==> config.mk <==
export PLATFORM = sky130hd
export DESIGN_NAME = fetch_unit_flat
export DESIGN_NICKNAME = d
export VERILOG_FILES = /design/src/rtl/fetch_unit_if.sv /design/src/rtl/fetch_unit.sv /design/src/flat_wrapper.sv
export SDC_FILE = /design/constraint.sdc
export NUM_CORES = 1
export LEC_CHECK = 0
export ABC_AREA = 1
export CAP_MARGIN = 0
export CORE_AREA = 5 5 128 130
export CTS_CLUSTER_DIAMETER = 60
export DETAILED_ROUTE_END_ITERATION = 7
export DIE_AREA = 0 0 133 135
export PLACE_DENSITY = 0.84
export SYNTH_ARGS = -nofsm -noshare
export SYNTH_HDL_FRONTEND = slang
export SYNTH_SLANG_ARGS = --single-unit
export TNS_END_PERCENT = 100
==> constraint.sdc <==
create_clock -name clk -period 1.56 [get_ports clk]
set_input_delay 0.468 -clock clk [delete_from_list [all_inputs] [get_ports clk]]
set_output_delay 0.468 -clock clk [all_outputs]
set_load 0.05 [all_outputs]
==> src/rtl/fetch_unit_if.sv <==
// Fetch-stage bus bundle: instruction memory port, decode handshake and redirect input.
// master is the fetch unit; slave is the memory/decode/datapath side.
interface fetch_unit_if #(
    parameter int n = 32
);
    logic         imem_req_valid;
    logic         imem_req_ready;
    logic [n-1:0] imem_addr;
    logic         imem_rsp_valid;
    logic [n-1:0] imem_rsp_data;
    logic         redirect_valid;
    logic [n-1:0] redirect_pc;
    logic         instr_valid;
    logic         instr_ready;
    logic [n-1:0] instr;
    logic [5:0]   op;
    logic [n-1:0] pc;
    logic [n-1:0] pc_plus4;
    logic [n-1:0] fetch_count;

    modport master (
        output imem_req_valid, imem_addr, instr_valid, instr, op, pc, pc_plus4, fetch_count,
        input  imem_req_ready, imem_rsp_valid, imem_rsp_data, redirect_valid, redirect_pc,
               instr_ready
    );

    modport slave (
        input  imem_req_valid, imem_addr, instr_valid, instr, op, pc, pc_plus4, fetch_count,
        output imem_req_ready, imem_rsp_valid, imem_rsp_data, redirect_valid, redirect_pc,
               instr_ready
    );
endinterface

==> src/rtl/fetch_unit.sv <==
// Instruction fetch stage: holds the PC, issues one word fetch at a time and offers the
// returned word to decode; redirects override sequential fetch and squash stale words.
module fetch_unit #(
    parameter int           n        = 32,
    parameter logic [n-1:0] RESET_PC = '0
) (
    input logic          clk,
    input logic          rst_n,
    fetch_unit_if.master bus
);
    typedef enum logic [1:0] {IDLE, REQ, WAIT, HOLD} state_t;

    state_t       state;
    logic [n-1:0] pc_r;
    logic [n-1:0] instr_r;
    logic [n-1:0] count;
    logic         drop;
    logic [n-1:0] target;
    logic         req_fire;

    assign target   = bus.redirect_pc & ~n'(3);
    assign req_fire = (state == REQ) && bus.imem_req_ready;

    assign bus.imem_req_valid = (state == REQ);
    assign bus.imem_addr      = pc_r;
    // Only combinational path: a redirect in HOLD must block the handshake in the same cycle.
    assign bus.instr_valid    = (state == HOLD) && !bus.redirect_valid;
    assign bus.instr          = instr_r;
    assign bus.op             = instr_r[31:26];
    assign bus.pc             = pc_r;
    assign bus.pc_plus4       = pc_r + n'(4);
    assign bus.fetch_count    = count;

    always_ff @(posedge clk or negedge rst_n) begin
        if (!rst_n) begin
            state   <= IDLE;
            pc_r    <= RESET_PC;
            instr_r <= '0;
            count   <= '0;
            drop    <= 1'b0;
        end else begin
            case (state)
                IDLE: begin
                    if (bus.redirect_valid) pc_r <= target;
                    state <= REQ;
                end
                REQ: begin
                    if (bus.redirect_valid) pc_r <= target;
                    if (req_fire) begin
                        state <= WAIT;
                        // The word now in flight belongs to the old path.
                        if (bus.redirect_valid) drop <= 1'b1;
                    end
                end
                WAIT: begin
                    if (bus.redirect_valid) begin
                        pc_r <= target;
                        if (bus.imem_rsp_valid) begin
                            drop  <= 1'b0;
                            state <= REQ;
                        end else begin
                            drop <= 1'b1;
                        end
                    end else if (bus.imem_rsp_valid) begin
                        if (drop) begin
                            drop  <= 1'b0;
                            state <= REQ;
                        end else begin
                            instr_r <= bus.imem_rsp_data;
                            state   <= HOLD;
                        end
                    end
                end
                HOLD: begin
                    if (bus.redirect_valid) begin
                        pc_r  <= target;
                        state <= REQ;
                    end else if (bus.instr_ready) begin
                        pc_r  <= pc_r + n'(4);
                        count <= count + n'(1);
                        state <= REQ;
                    end
                end
                default: state <= IDLE;
            endcase
        end
    end
endmodule
==> src/flat_wrapper.sv <==
// flat-port wrapper written by rule: the top's interface ports become plain ports
module fetch_unit_flat 
#(
    parameter int           n        = 32,
    parameter logic [n-1:0] RESET_PC = '0
)
  (clk, rst_n, bus_imem_req_valid, bus_imem_addr, bus_instr_valid, bus_instr, bus_op, bus_pc, bus_pc_plus4, bus_fetch_count, bus_imem_req_ready, bus_imem_rsp_valid, bus_imem_rsp_data, bus_redirect_valid, bus_redirect_pc, bus_instr_ready);
  fetch_unit_if #(.n(n)) bus_i ();
  input logic clk;
  input logic rst_n;
  output wire logic [$bits(bus_i.imem_req_valid)-1:0] bus_imem_req_valid;
  output wire logic [$bits(bus_i.imem_addr)-1:0] bus_imem_addr;
  output wire logic [$bits(bus_i.instr_valid)-1:0] bus_instr_valid;
  output wire logic [$bits(bus_i.instr)-1:0] bus_instr;
  output wire logic [$bits(bus_i.op)-1:0] bus_op;
  output wire logic [$bits(bus_i.pc)-1:0] bus_pc;
  output wire logic [$bits(bus_i.pc_plus4)-1:0] bus_pc_plus4;
  output wire logic [$bits(bus_i.fetch_count)-1:0] bus_fetch_count;
  input wire logic [$bits(bus_i.imem_req_ready)-1:0] bus_imem_req_ready;
  input wire logic [$bits(bus_i.imem_rsp_valid)-1:0] bus_imem_rsp_valid;
  input wire logic [$bits(bus_i.imem_rsp_data)-1:0] bus_imem_rsp_data;
  input wire logic [$bits(bus_i.redirect_valid)-1:0] bus_redirect_valid;
  input wire logic [$bits(bus_i.redirect_pc)-1:0] bus_redirect_pc;
  input wire logic [$bits(bus_i.instr_ready)-1:0] bus_instr_ready;
  assign bus_imem_req_valid = bus_i.imem_req_valid;
  assign bus_imem_addr = bus_i.imem_addr;
  assign bus_instr_valid = bus_i.instr_valid;
  assign bus_instr = bus_i.instr;
  assign bus_op = bus_i.op;
  assign bus_pc = bus_i.pc;
  assign bus_pc_plus4 = bus_i.pc_plus4;
  assign bus_fetch_count = bus_i.fetch_count;
  assign bus_i.imem_req_ready = bus_imem_req_ready;
  assign bus_i.imem_rsp_valid = bus_imem_rsp_valid;
  assign bus_i.imem_rsp_data = bus_imem_rsp_data;
  assign bus_i.redirect_valid = bus_redirect_valid;
  assign bus_i.redirect_pc = bus_redirect_pc;
  assign bus_i.instr_ready = bus_instr_ready;
  fetch_unit #(.n(n), .RESET_PC(RESET_PC)) u_core (.clk(clk), .rst_n(rst_n), .bus(bus_i));
endmodule
# == Word-level counts from Yosys, hierarchy flattened ==
# Index checks and enable logic that the tools add are counted.
# Widths: inputs -> output; s select.
# word_totals
register_bits,99
inputBits,70
output_inout_bits,168
word_cells,47
# classes
add_sub_neg,2
n_eq_ne,9
n_mux,18
bitwise_logic,2
reduce_logical,11
# op_table
op,count
$mux 32,3
$pmux 32 s2,1
$add 32x1->32 const B,1
$add 32x3->32 const B,1
$mux 2,7
$pmux 2 s4,1
$reduce_and 4->1,2
$ne 2x1->1 const B,3
$ne 3x3->1 const B,2
$reduce_and 3->1,2
$mux 1,5
$eq 2x2->1 const B,2
$reduce_or 3->1,1
$eq 2x1->1 const B,1
$logic_and 1x1->1,2
$logic_not 2->1,1
$ne 2x2->1 const B,1
$not 1->1,2
$pmux 1 s2,1
$reduce_and 2->1,1
$reduce_bool 2->1,1
$logic_not 1->1,1

# == Longest topological paths before layout ==
# logic_depth
depth_word,4
depth_mapped,11
depth_no_buf,10

# == Worst setup path before layout ==
# Ideal clock, no wire load.
# synth_path
kind,reg-to-output
start,register u_core.pc_r[2] (netlist: u_core.bus.imem_addr[2])
end,output port bus_pc_plus4[7]
t_arrival_ps,2209
t_required_ps,1092
slack_ps,-1117
path_stages_with_launch,5
n_path_buf,0
path_cell_list,dfrtp_1 inv_1 nor2_4 nand2_1 xor2_1
# synth_via
elab_chain_cells,1
# synth_lines
element,line_no,text
start: declaration,fetch_unit.sv:14,logic [n-1:0] pc_r;
start signal: assignment,fetch_unit.sv:44,if (bus.redirect_valid) pc_r <= target;
start signal: assignment,fetch_unit.sv:48,if (bus.redirect_valid) pc_r <= target;
start signal: assignment,fetch_unit.sv:57,pc_r <= target;
$add 32x3->32,fetch_unit.sv:31,assign bus.pc_plus4 = pc_r + n'(4);
end: declaration,flat_wrapper.sv:17,output wire logic [$bits(bus_i.pc_plus4)-1:0] bus_pc_plus4;
# Every way passes these cells.

# == Final worst setup path ==
# layout_path
start,register u_core.pc_r[2] (netlist: u_core.bus.imem_addr[2])
end,output port bus_pc_plus4[17]
# Same word-level chain as after synthesis.

==> flow_metrics.tcl <==
set metrics [dict create \
    status "finished with violations" \
    violations "design-rule violations, negative setup slack" \
    drive_gt1_frac 0.595 \
    hold_path_startpoint "u_core.drop" \
    numCtsBuffers 9 \
    crit_start "u_core.bus.imem_addr[2]" \
    path_max_fanout 7 \
    p_leak_nw 6.04 \
    fin_ws_ns -1.35 \
    clkSinkCount 97 \
    synth-main-ff-cell "dfrtp_1" \
    mostFrequentLayoutCell "buf_12" \
    hold_viol_final 0 \
    synth_edf_count 0 \
    layout_common_cells "178 x buf_12, 141 x nand2_1, 85 x buf_6, 70 x nor2_1, 69 x dfrtp_1" \
    die_w_um 133 \
    viasPerCell 6.27 \
    setup.worst_path.end_class "primary output" \
    num_io_pins 238 \
    htree_num_levels 3 \
    drv_slew 0 \
    grt_pass1_vias 7792 \
    core_area_um2 15000 \
    worst_pin_slew_ns 0.570 \
    io_buffer_count 229 \
    fin_crit_sh 1.87 \
    synth.avg_cell_area_um2 7.63 \
    max-cap-violations 0 \
    slew_headroom 0.618 \
    wire_per_inst_um 29.5 \
    dp_slack_ns -0.560 \
    antenna_found_initial 2 \
    grt_first_pass_wirelength_um 45100 \
    reg2reg_from "u_core.bus.imem_addr[13]" \
    yosys.cell_types.count 40 \
    routabilityCongestion 0.915 \
    drt-total-wl_um 39500 \
    grt_overflow_total 0 \
    worstSetupStartpointType "flop" \
    num_rows 45 \
    die_y_um 135 \
    drt_iter0_drc 1090 \
    critPathSlowestCell "o21ai_1" \
    cp_data_required_time_ns 1.09 \
    ys_seq_area_frac 0.412 \
    die_area_um2 18000 \
    nFillCells 460 \
    cp_cell_sequence "buf_6 -> clkinvlp_4 -> nor2_4 -> nand2_4 -> o21ai_1 -> nand2_2 -> buf_12" \
    ir_drop_mv 1.44 \
    clk_pin_slew_ns 0.09 \
    cts_tree "built" \
    max_freq_ghz 0.344 \
    fin_nets 1219 \
    worst_clock_skew_ns 0.0183 \
    area_delta_synth_final_pct 129 \
    fin_util 0.900 \
    track_usage 0.322 \
    criticalPathCategory "reg -> out" \
    async_flop_share 1.00 \
    initial_core_util 0.392 \
    vias 8393 \
    design_area_um2 13500 \
    hp-class "reg -> reg" \
    path_buf_inv 3 \
    drc 1 \
    ant_nets 0 \
    setup_violations 187 \
    postPlaceCellArea_um2 10800 \
    rsz0062_at_grt "true" \
    cts-root-buf "clkbuf_16" \
    max_stage_delay_ns 0.51 \
    first_pass_iters 8 \
    critPathTopFamily "simple AND/OR/NAND/NOR gates" \
    power_density_nw_per_um2 2460 \
    grt_max_degree 52 \
    clkLatencyLatePin_ns 0.37 \
    holdWs_ns 0.511 \
    clockBufferDepth 2 \
    synth-warning-count 0 \
    syn_area_um2 5900 \
    critPathArrivalTime_ns 2.44 \
    dp_hpwl_um 17200 \
    fin_crit_ns 2.91 \
    netlist_instances 773 \
    ys_ff_latch 97 \
]
## area by class of cell
| cell class | instances | area [µm²] | share of cell area |
|---|---|---|---|
| clock inverters | 6 | 41.3 | 0.00305 |
| repair buffers | 403 | 5820 | 0.430 |
| clock buffers | 10 | 229 | 0.0169 |
| repair inverters | 7 | 101 | 0.00749 |
| diodes | 2 | 5.00 | 0.000370 |
| multi-input cells | 555 | 4320 | 0.319 |
| well taps | 188 | 235 | 0.0174 |
| inverters | 70 | 320 | 0.0237 |
| flip-flops and latches | 97 | 2460 | 0.182 |
## logic make-up (layout without fill, tap and decap cells)
family | Yosys count | in the layout | synth area share
other | 1 | 8 | 0.000636
multiplexers | 32 | 32 | 0.0611
adder cells (fa/ha/maj) | 6 | 6 | 0.0127
AND/OR/NAND/NOR | 428 | 428 | 0.305
XOR/XNOR | 28 | 28 | 0.0416
buffers and inverters | 126 | 496 | 0.115
AO/OA/AOI/OAI | 55 | 55 | 0.0524
flip-flops | 97 | 97 | 0.412
## layer usage
layer,GRT usage,routed length [µm]
met1,0.341,12600
met2,0.568,18100
met3,0.0768,4320
met4,0.217,4460
met5,0,0
## per-stage QoR
stage / total power [mW] / setup TNS [ns] / cells
final: 33.3 / -64.32 / 1338
after global routing: 33.8 / -66.38 / 1338
after CTS: 29.5 / -31.53 / 1309
after detailed placement: 25.1 / -58.29 / 1242
after global placement: 24.7 / -48.79 / 1242
after floorplan: 14.6 / -25.82 / 778
## power breakdown
group	total, mW	internal, mW	switching, mW
Sequential	4.92	3.46	1.47
Clock	2.24	1.09	1.15
Combinational	26.1	11.7	14.5
Total	33.3	16.2	17.1
## cell usage after synthesis, types with 2 or more instances
master / instances / area, µm²
nand2_1: 241 / 905
nor2_1: 121 / 454
dfrtp_1: 97 / 2430
inv_1: 66 / 248
buf_4: 45 / 338
nand3_1: 37 / 185
o21ai_0: 25 / 125
mux2_2: 20 / 225
xor2_1: 18 / 158
a21oi_1: 13 / 65.1
mux2_1: 12 / 135
xnor2_1: 10 / 87.6
ha_1: 6 / 75.1
nor2_4: 6 / 67.6
o22ai_1: 6 / 37.5
a21oi_2: 4 / 35.0
buf_2: 4 / 20.0
clkbuf_1: 4 / 15.0
nand3b_1: 4 / 30.0
nand4_1: 4 / 25.0
buf_6: 3 / 33.8
nand2_2: 3 / 18.8
nor2_2: 3 / 18.8
nor2_8: 2 / 40.0
nor3_1: 2 / 10.0
o21ai_1: 2 / 10.0
o21bai_1: 2 / 15.0
## repair_timing
| action | CTS | global route |
|---|---|---|
| resized for setup | 228 | 247 |
| endpoints found under the hold margin | 11 | 0 |
| hold buffers | 1 | 0 |
| setup endpoints to repair | 147 | 191 |
| pin swaps | 54 | 87 |
| cloned | 11 | 2 |
| setup buffers | 44 | 49 |
## flip-flops by register name (all words and copies together) (netlist names)
name / flops
u_core.bus.fetch_count: 32
u_core.bus.instr: 32
u_core.bus.imem_addr: 30
u_core.state: 2
u_core.drop: 1
## worst register-to-register path: cells and delay by family (launching register included)
family,cells,cell delay (ns)
AND/OR/NAND/NOR,9,1.42
flip-flops,1,0.44
buffers and inverters,4,0.37
## path summary, 6_finish.rpt
path	endpoint	slack, ns	cells past startpoint
worst max-delay path	bus_pc_plus4[17]	-1.35	7
worst min-delay path	u_core.drop	0.51	2
worst max register to register	u_core.bus.imem_addr[23]	-0.78	13
worst min register to register	u_core.drop	0.51	2
max in group asynchronous	u_core.bus.fetch_count[6]	0.41	3
min in group asynchronous	u_core.bus.imem_addr[30]	0.57	2
No activity file was read; power rests on OpenSTA's default activity.
